**config.mk**
```make
export PLATFORM = sky130hd
export DESIGN_NAME = mem_arbiter
export DESIGN_NICKNAME = d
export VERILOG_FILES = /design/src/rtl/mem_arbiter.sv
export SDC_FILE = /design/constraint.sdc
export NUM_CORES = 1
export LEC_CHECK = 0
export CORE_MARGIN = 2
export CORE_UTILIZATION = 39
export CTS_CLUSTER_DIAMETER = 100
export DETAILED_ROUTE_END_ITERATION = 16
export GPL_ROUTABILITY_DRIVEN = 0
export GPL_TIMING_DRIVEN = 1
export PLACE_DENSITY = 0.78
export SLEW_MARGIN = 20
export SYNTH_ARGS = -nofsm -noshare
export SYNTH_HDL_FRONTEND = slang
export SYNTH_SLANG_ARGS = --single-unit
```
**constraint.sdc**
```tcl
create_clock -name CLK -period 2.2 [get_ports CLK]
set_input_delay 0.22 -clock CLK [delete_from_list [all_inputs] [get_ports CLK]]
set_output_delay 0.22 -clock CLK [all_outputs]
set_load 0.01 [all_outputs]
```
**src/rtl/mem_arbiter.sv**
```systemverilog
// mem_arbiter
//   Connects the instruction-fetch port and the data port of the single-cycle
//   datapath to one single-ported, variable-latency RAM. One access runs at a
//   time, and data wins over instruction when both are pending. Each request
//   is latched for the whole access. Completion produces a one-cycle
//   ihit/dhit pulse with registered load data. A wait-cycle watchdog latches
//   err and parks the block until reset.
//
// Ports
//   CLK, nRST            clock (rising edge), async active-low reset
//   iREN, iaddr          instruction read request (held until ihit)
//   dREN, dWEN, daddr,   data read/write request (held until dhit)
//   dstore
//   ihit, dhit           one-cycle completion pulses
//   iload, dload         last fetched instruction / last loaded data word
//   ramREN, ramWEN,      RAM strobes, word address, write data
//   ramaddr, ramstore
//   ramload, ramrdy      RAM read data and completion
//   err                  sticky timeout flag
module mem_arbiter #(
  parameter int unsigned TIMEOUT = 15
) (
  input  logic        CLK,
  input  logic        nRST,
  input  logic        iREN,
  input  logic [31:0] iaddr,
  input  logic        dREN,
  input  logic        dWEN,
  input  logic [31:0] daddr,
  input  logic [31:0] dstore,
  output logic        ihit,
  output logic        dhit,
  output logic [31:0] iload,
  output logic [31:0] dload,
  output logic        ramREN,
  output logic        ramWEN,
  output logic [31:0] ramaddr,
  output logic [31:0] ramstore,
  input  logic [31:0] ramload,
  input  logic        ramrdy,
  output logic        err
);

  typedef enum logic [2:0] {IDLE, IREQ, DREQ, RESP, ERR} state_t;

  localparam logic [7:0] TO = 8'(TIMEOUT);

  state_t      r_state;
  logic [7:0]  r_cnt;
  logic        r_ihit, r_dhit, r_err;
  logic        r_ramREN, r_ramWEN;
  logic [31:0] r_ramaddr, r_ramstore;
  logic [31:0] r_iload, r_dload;

  // The registered strobe/address/store outputs double as the latched copy
  // of the request, so no separate request holding registers are needed.
  always_ff @(posedge CLK or negedge nRST) begin
    if (!nRST) begin
      r_state    <= IDLE;
      r_cnt      <= '0;
      r_ihit     <= 1'b0;
      r_dhit     <= 1'b0;
      r_err      <= 1'b0;
      r_ramREN   <= 1'b0;
      r_ramWEN   <= 1'b0;
      r_ramaddr  <= '0;
      r_ramstore <= '0;
      r_iload    <= '0;
      r_dload    <= '0;
    end else begin
      r_ihit <= 1'b0;
      r_dhit <= 1'b0;
      case (r_state)
        IDLE: begin
          if (dREN || dWEN) begin
            // read+write together is served as a write
            r_state    <= DREQ;
            r_cnt      <= '0;
            r_ramWEN   <= dWEN;
            r_ramREN   <= ~dWEN;
            r_ramaddr  <= {daddr[31:2], 2'b00};
            r_ramstore <= dstore;
          end else if (iREN) begin
            r_state    <= IREQ;
            r_cnt      <= '0;
            r_ramREN   <= 1'b1;
            r_ramWEN   <= 1'b0;
            r_ramaddr  <= {iaddr[31:2], 2'b00};
            r_ramstore <= '0;
          end
        end
        IREQ, DREQ: begin
          if (ramrdy) begin
            if (r_state == IREQ) begin
              r_iload <= ramload;
              r_ihit  <= 1'b1;
            end else begin
              if (r_ramREN) r_dload <= ramload;
              r_dhit <= 1'b1;
            end
            r_state    <= RESP;
            r_ramREN   <= 1'b0;
            r_ramWEN   <= 1'b0;
            r_ramaddr  <= '0;
            r_ramstore <= '0;
          end else if (r_cnt == TO) begin
            // RAM has been silent for TIMEOUT wait cycles plus this one
            r_state    <= ERR;
            r_err      <= 1'b1;
            r_ramREN   <= 1'b0;
            r_ramWEN   <= 1'b0;
            r_ramaddr  <= '0;
            r_ramstore <= '0;
          end else begin
            r_cnt <= r_cnt + 8'd1;
          end
        end
        RESP:    r_state <= IDLE;  // turnaround: requester drops its request
        ERR:     r_state <= ERR;
        default: r_state <= IDLE;
      endcase
    end
  end

  assign ihit     = r_ihit;
  assign dhit     = r_dhit;
  assign iload    = r_iload;
  assign dload    = r_dload;
  assign ramREN   = r_ramREN;
  assign ramWEN   = r_ramWEN;
  assign ramaddr  = r_ramaddr;
  assign ramstore = r_ramstore;
  assign err      = r_err;

endmodule

```
Word-level counts from Yosys, hierarchy flattened
Cells that the tools add are included.
{"block": "totals", "reg_bits": 144, "latchBits": 0, "ram_bits": 0, "romBits": 0, "in_bits": 134, "memories": 0}
{"block": "op_classes", "add_sub_neg": 1, "n_mul": 0, "div": 0, "n_lt_le_gt_ge": 0, "eq_ne": 8, "shifts": 0, "muxes": 32, "bitwise": 3, "n_reduce_logical": 10}
{"op": "32-bit 2-to-1 mux", "n": 6}
{"op": "32-bit one-hot mux with 2 select lines", "n": 2}
{"op": "8-bit 2-to-1 mux", "n": 4}
{"op": "8-bit one-hot mux with 2 select lines", "n": 1}
{"op": "1-bit 2-to-1 mux", "n": 12}
{"op": "3-bit 2-to-1 mux", "n": 4}
{"op": "3-bit one-hot mux with 3 select lines", "n": 1}
{"op": "3-bit AND reduction", "n": 3}
{"op": "8-bit by 1-bit adder with 8-bit output, second input constant", "n": 1}
{"op": "8-bit by 4-bit == test with 1-bit output, second input constant", "n": 1}
{"op": "4-bit AND reduction", "n": 2}
{"op": "3-bit inequality test, second input constant", "n": 2}
{"op": "2-bit inequality test, second input constant", "n": 2}
{"op": "1-bit one-hot mux with 2 select lines", "n": 2}
{"op": "3-bit by 1-bit == test with 1-bit output, second input constant", "n": 1}
{"op": "3-bit by 2-bit == test with 1-bit output, second input constant", "n": 1}
{"op": "3-bit == test, second input constant", "n": 1}
{"op": "3-bit zero test", "n": 1}
{"op": "1-bit NOT", "n": 3}
{"op": "2-bit AND reduction", "n": 1}
{"op": "2-bit nonzero test", "n": 1}
{"op": "2-bit OR reduction", "n": 1}
{"op": "1-bit logical OR", "n": 1}

Depth between registers and ports, before layout
{"block": "logic_depth", "word_depth": 4, "mapped_depth": 8}

Worst setup path after synthesis
No wires, ideal clock.
{"block": "synth_timing", "path_kind": "register to register", "start": "register r_cnt[5]", "end": "register r_ramaddr[10] (netlist: ramaddr[10])", "setup_time_ns": 0.125, "arrival_time_ns": 1.980, "path_slack_ns": 0.095, "stages_incl_launch_ff": 7, "path_cell_list": "dfrtp_1 -> or4_4 -> nand3b_4 -> a211oi_2 -> buf_6 -> buf_12 -> mux2_4"}
{"block": "synth_between", "elab_chain_cells": 3}
{"item": "start: declaration", "line": "49", "rtl": "logic [7:0] r_cnt;"}
{"item": "start signal: assignment", "line": "115", "rtl": "r_cnt <= r_cnt + 8'd1;"}
{"item": "8-bit by 4-bit == test with 1-bit output", "line": "106", "rtl": "end else if (r_cnt == TO) begin"}
{"item": "3-bit inequality test (no line)"}
{"item": "3-bit AND reduction (no line)"}
{"item": "end signal: assignment", "line": "81", "rtl": "r_ramaddr <= {daddr[31:2], 2'b00};"}
{"item": "end signal: assignment", "line": "88", "rtl": "r_ramaddr <= {iaddr[31:2], 2'b00};"}
{"item": "end: declaration", "line": "52", "rtl": "logic [31:0] r_ramaddr, r_ramstore;"}
No other way between the ends.
A chain may end at the register's enable or synchronous reset.

Worst setup path in the final report
{"block": "layout_timing", "start": "register r_cnt[6]", "end": "register r_ramaddr[18] (netlist: ramaddr[18])"}
Same word-level chain as after synthesis.

==> flow_metrics.tcl <==
set metrics [dict create \
    status "finished, final reports clean" \
    cts-htree-levels 4 \
    power_leakage_nw 4.53 \
    synth_edf_count 0 \
    grt_pass1_vias 5507 \
    cts_tree "built" \
    avgSynthCellArea_um2 12.0 \
    layout-drive-gt1-share 0.202 \
    reg2regPathDepth 6 \
    cts_num_sinks 142 \
    synth-seq-cells 142 \
    detailed_place.area_mm2 0.00926 \
    antenna_found_initial 0 \
    dieArea_mm2 0.0173 \
    period_minus_slack_ns 2.19 \
    min_to "ramstore[23]" \
    drtIter0Drc 172 \
    fin_worst_skew_ns 0.00526 \
    yosys_warnings 0 \
    synth_async_sr_flop_share 1.00 \
    hpwl_um 12200 \
    root_buffer "clkbuf_16" \
    clock_path_buffers 2 \
    place.port_buffers 260 \
    holdCritPathClass "in2reg" \
    cts_made_buffers 17 \
    synth_common_cells "dfrtp_1, nand2_1, mux2_2, inv_1, mux2i_1" \
    initial_core_util 0.400 \
    switching_share 0.333 \
    dieWidth_um 132 \
    yosysTopAreaCell "dfrtp_1" \
    insertion_delay_ns 0.41 \
    ant_nets 0 \
    path_class "reg2reg" \
    intPower_w 0.00968 \
    globalRouteTotalUtil 0.204 \
    setup_tns_ns 0 \
    synth_area_leaders "dfrtp_1, mux2_2, mux2_4" \
    io_pins 267 \
    final_nets 944 \
    maxCapViolations 0 \
    viasPerCell 4.82 \
    max_slew_margin 0.604 \
    antenna_cells 0 \
    cts.clk_slew.worst_paths_ns 0.06 \
    ff2ff_setup_slack_ns 0.008 \
    min_path_cells 3 \
    period_share 0.997 \
    comb_power_share 0.525 \
    finalSetupViolations 0 \
    power_density_mw_per_mm2 1450 \
    firstDrtPassIters 4 \
    syn-cell-area_mm2 0.00635 \
    crit_path_end_kind "flop" \
    synthFlopType "dfrtp_1" \
    post-route-drc-count 0 \
    die_h_um 132 \
    synthCells 529 \
    rows 46 \
    power_frac_clock 0.175 \
    p_switching_w 0.00483 \
    worstReg2RegStart "r_cnt[6]" \
    seqPwrFrac 0.300 \
    cp_max_fo 8 \
    peakVddDrop_uv 752 \
    core_mm2 0.0159 \
    worst_r2r_endpoint "ramaddr[18]" \
    seq_area_frac_synth 0.560 \
    rsz0062_at_grt "yes" \
    grt_max_degree 66 \
    hold_start "dstore[23]" \
    drt_wl_total_um 17400 \
    wl_per_cell_um 16.8 \
    cp_data_arrival_time_ns 2.48 \
    critPathLaunchType "flop" \
    max_slew.worst_pin.slew_ns 0.594 \
    grt_pass1_wl_um 28000 \
    critPathRequiredTime_ns 2.49 \
    timing_hold_violations_final 0 \
    ys_types 36 \
    yosysMostFrequentCell "dfrtp_1" \
    max_freq_mhz 456 \
    synth_top_cell_area_share 0.560 \
    grt_remaining_overflow 0 \
    areaGrowthSynthToFinish_pct 57.2 \
    vias 4995 \
    design_area_mm2 0.00998 \
    drv_slew 0 \
]
## final cells by class
cell class	instances	area, µm²
clock inverter	8	68.8
multi-input combinational	319	2470
inverter	35	131
timing repair buffer	294	3040
clock buffer	22	444
fill	1305	5910
sequential	142	3550
tap	216	270
## logic make-up (layout without fill, tap and decap cells)
logic type	Yosys count	in the layout	share of synthesized area
adder cells (fa/ha/maj)	1	1	0.00197
multiplexers	130	130	0.240
other	1	2	0.000591
XOR/XNOR	2	2	0.00276
AND/OR/NAND/NOR	127	127	0.0861
flip-flops	142	142	0.560
buffers and inverters	69	359	0.0558
AO/OA/AOI/OAI	57	57	0.0536
## per-stage QoR
step | hold slack [ns] | power, W | instances | setup WS, ns | utilization
2_1_floorplan | -0.0756 | 0.00825 | 530 | 0.0952 | -
5_1_grt | 0.355 | 0.0154 | 1036 | -0.0647 | 0.628
6_report | 0.361 | 0.0145 | 1036 | 0.00769 | 0.628
3_3_place_gp | 0.244 | 0.0111 | 995 | 0.0398 | 0.583
4_1_cts | 0.339 | 0.0142 | 1029 | 0.00429 | 0.619
3_5_place_dp | 0.257 | 0.0114 | 995 | -0.0830 | 0.583
## state kept, by name, indices dropped and copies added (netlist names)
name,cells
dload,32
iload,32
ramstore,32
ramaddr,30
r_cnt,8
r_state,3
dhit,1
err,1
ihit,1
ramREN,1
ramWEN,1
## worst max-delay path, stage by stage (launching register included)
cell and delay (ns):
dfrtp_1 0.37, or4_4 0.54, nand3b_4 0.19, a211oi_4 0.29, buf_6 0.20, clkbuf_16 0.18, mux2_4 0.31
## placed cells by master, fill, tap and decap left out, types with 2 or more instances in the layout
| master | count |
|---|---|
| mux2_2 | 68 |
| buf_8 | 2 |
| mux2_4 | 27 |
| mux2i_1 | 34 |
| conb_1 | 2 |
| clkbuf_1 | 5 |
| buf_4 | 18 |
| nor3_2 | 2 |
| nor2_1 | 6 |
| nor2_2 | 2 |
| inv_1 | 35 |
| a31oi_1 | 12 |
| o21ai_0 | 3 |
| a21oi_1 | 32 |
| nand3_1 | 3 |
| clkdlybuf4s50_1 | 259 |
| buf_12 | 5 |
| nand2_1 | 101 |
| nor3_1 | 2 |
| buf_6 | 4 |
| clkinv_2 | 6 |
| or3_1 | 2 |
| dfrtp_1 | 142 |
| a21o_1 | 2 |
| clkbuf_16 | 21 |
| and3_1 | 4 |
| a22o_1 | 3 |
## worst max path at each step
stage | start | end | slack [ns] | cells past startpoint
global placement | r_cnt[5] | ramstore[4] | 0.04 | 6
global route | r_cnt[6] | ramstore[20] | -0.06 | 7
finish | r_cnt[6] | ramaddr[18] | 0.008 | 6
detailed placement | r_cnt[5] | ramstore[9] | -0.08 | 6
floorplan | r_cnt[5] | ramaddr[10] | 0.1 | 6
CTS | r_cnt[5] | ramstore[9] | 0.004 | 7
## power groups by stage
stage | clock (W) | sequential [W] | combinational [W]
2_1_floorplan | 0 | 0.00476 | 0.00348
4_1_cts | 0.00262 | 0.00436 | 0.00723
3_3_place_gp | 0 | 0.00432 | 0.00679
5_1_grt | 0.00274 | 0.00451 | 0.00813
3_5_place_dp | 0 | 0.00437 | 0.00704
6_report | 0.00254 | 0.00435 | 0.00762
## what timing repair did
action                     in CTS  in global routing
resized for setup               2                  6
buffers inserted                2                  2
setup endpoints to repair      11                 61
pin swaps                       1                  2
hold buffers                    1                  0
cloned                          1                  5
hold endpoints to repair       62                  0
## routing by layer
metal,global-route usage,share of wire,vias up
li1,-,-,2338
met2,0.360,0.52,173
met1,0.230,0.40,2452
met3,0.0563,0.053,32
met5,0,0,-
met4,0.0876,0.029,0
Note: power is estimated with default switching activity, not from simulation.
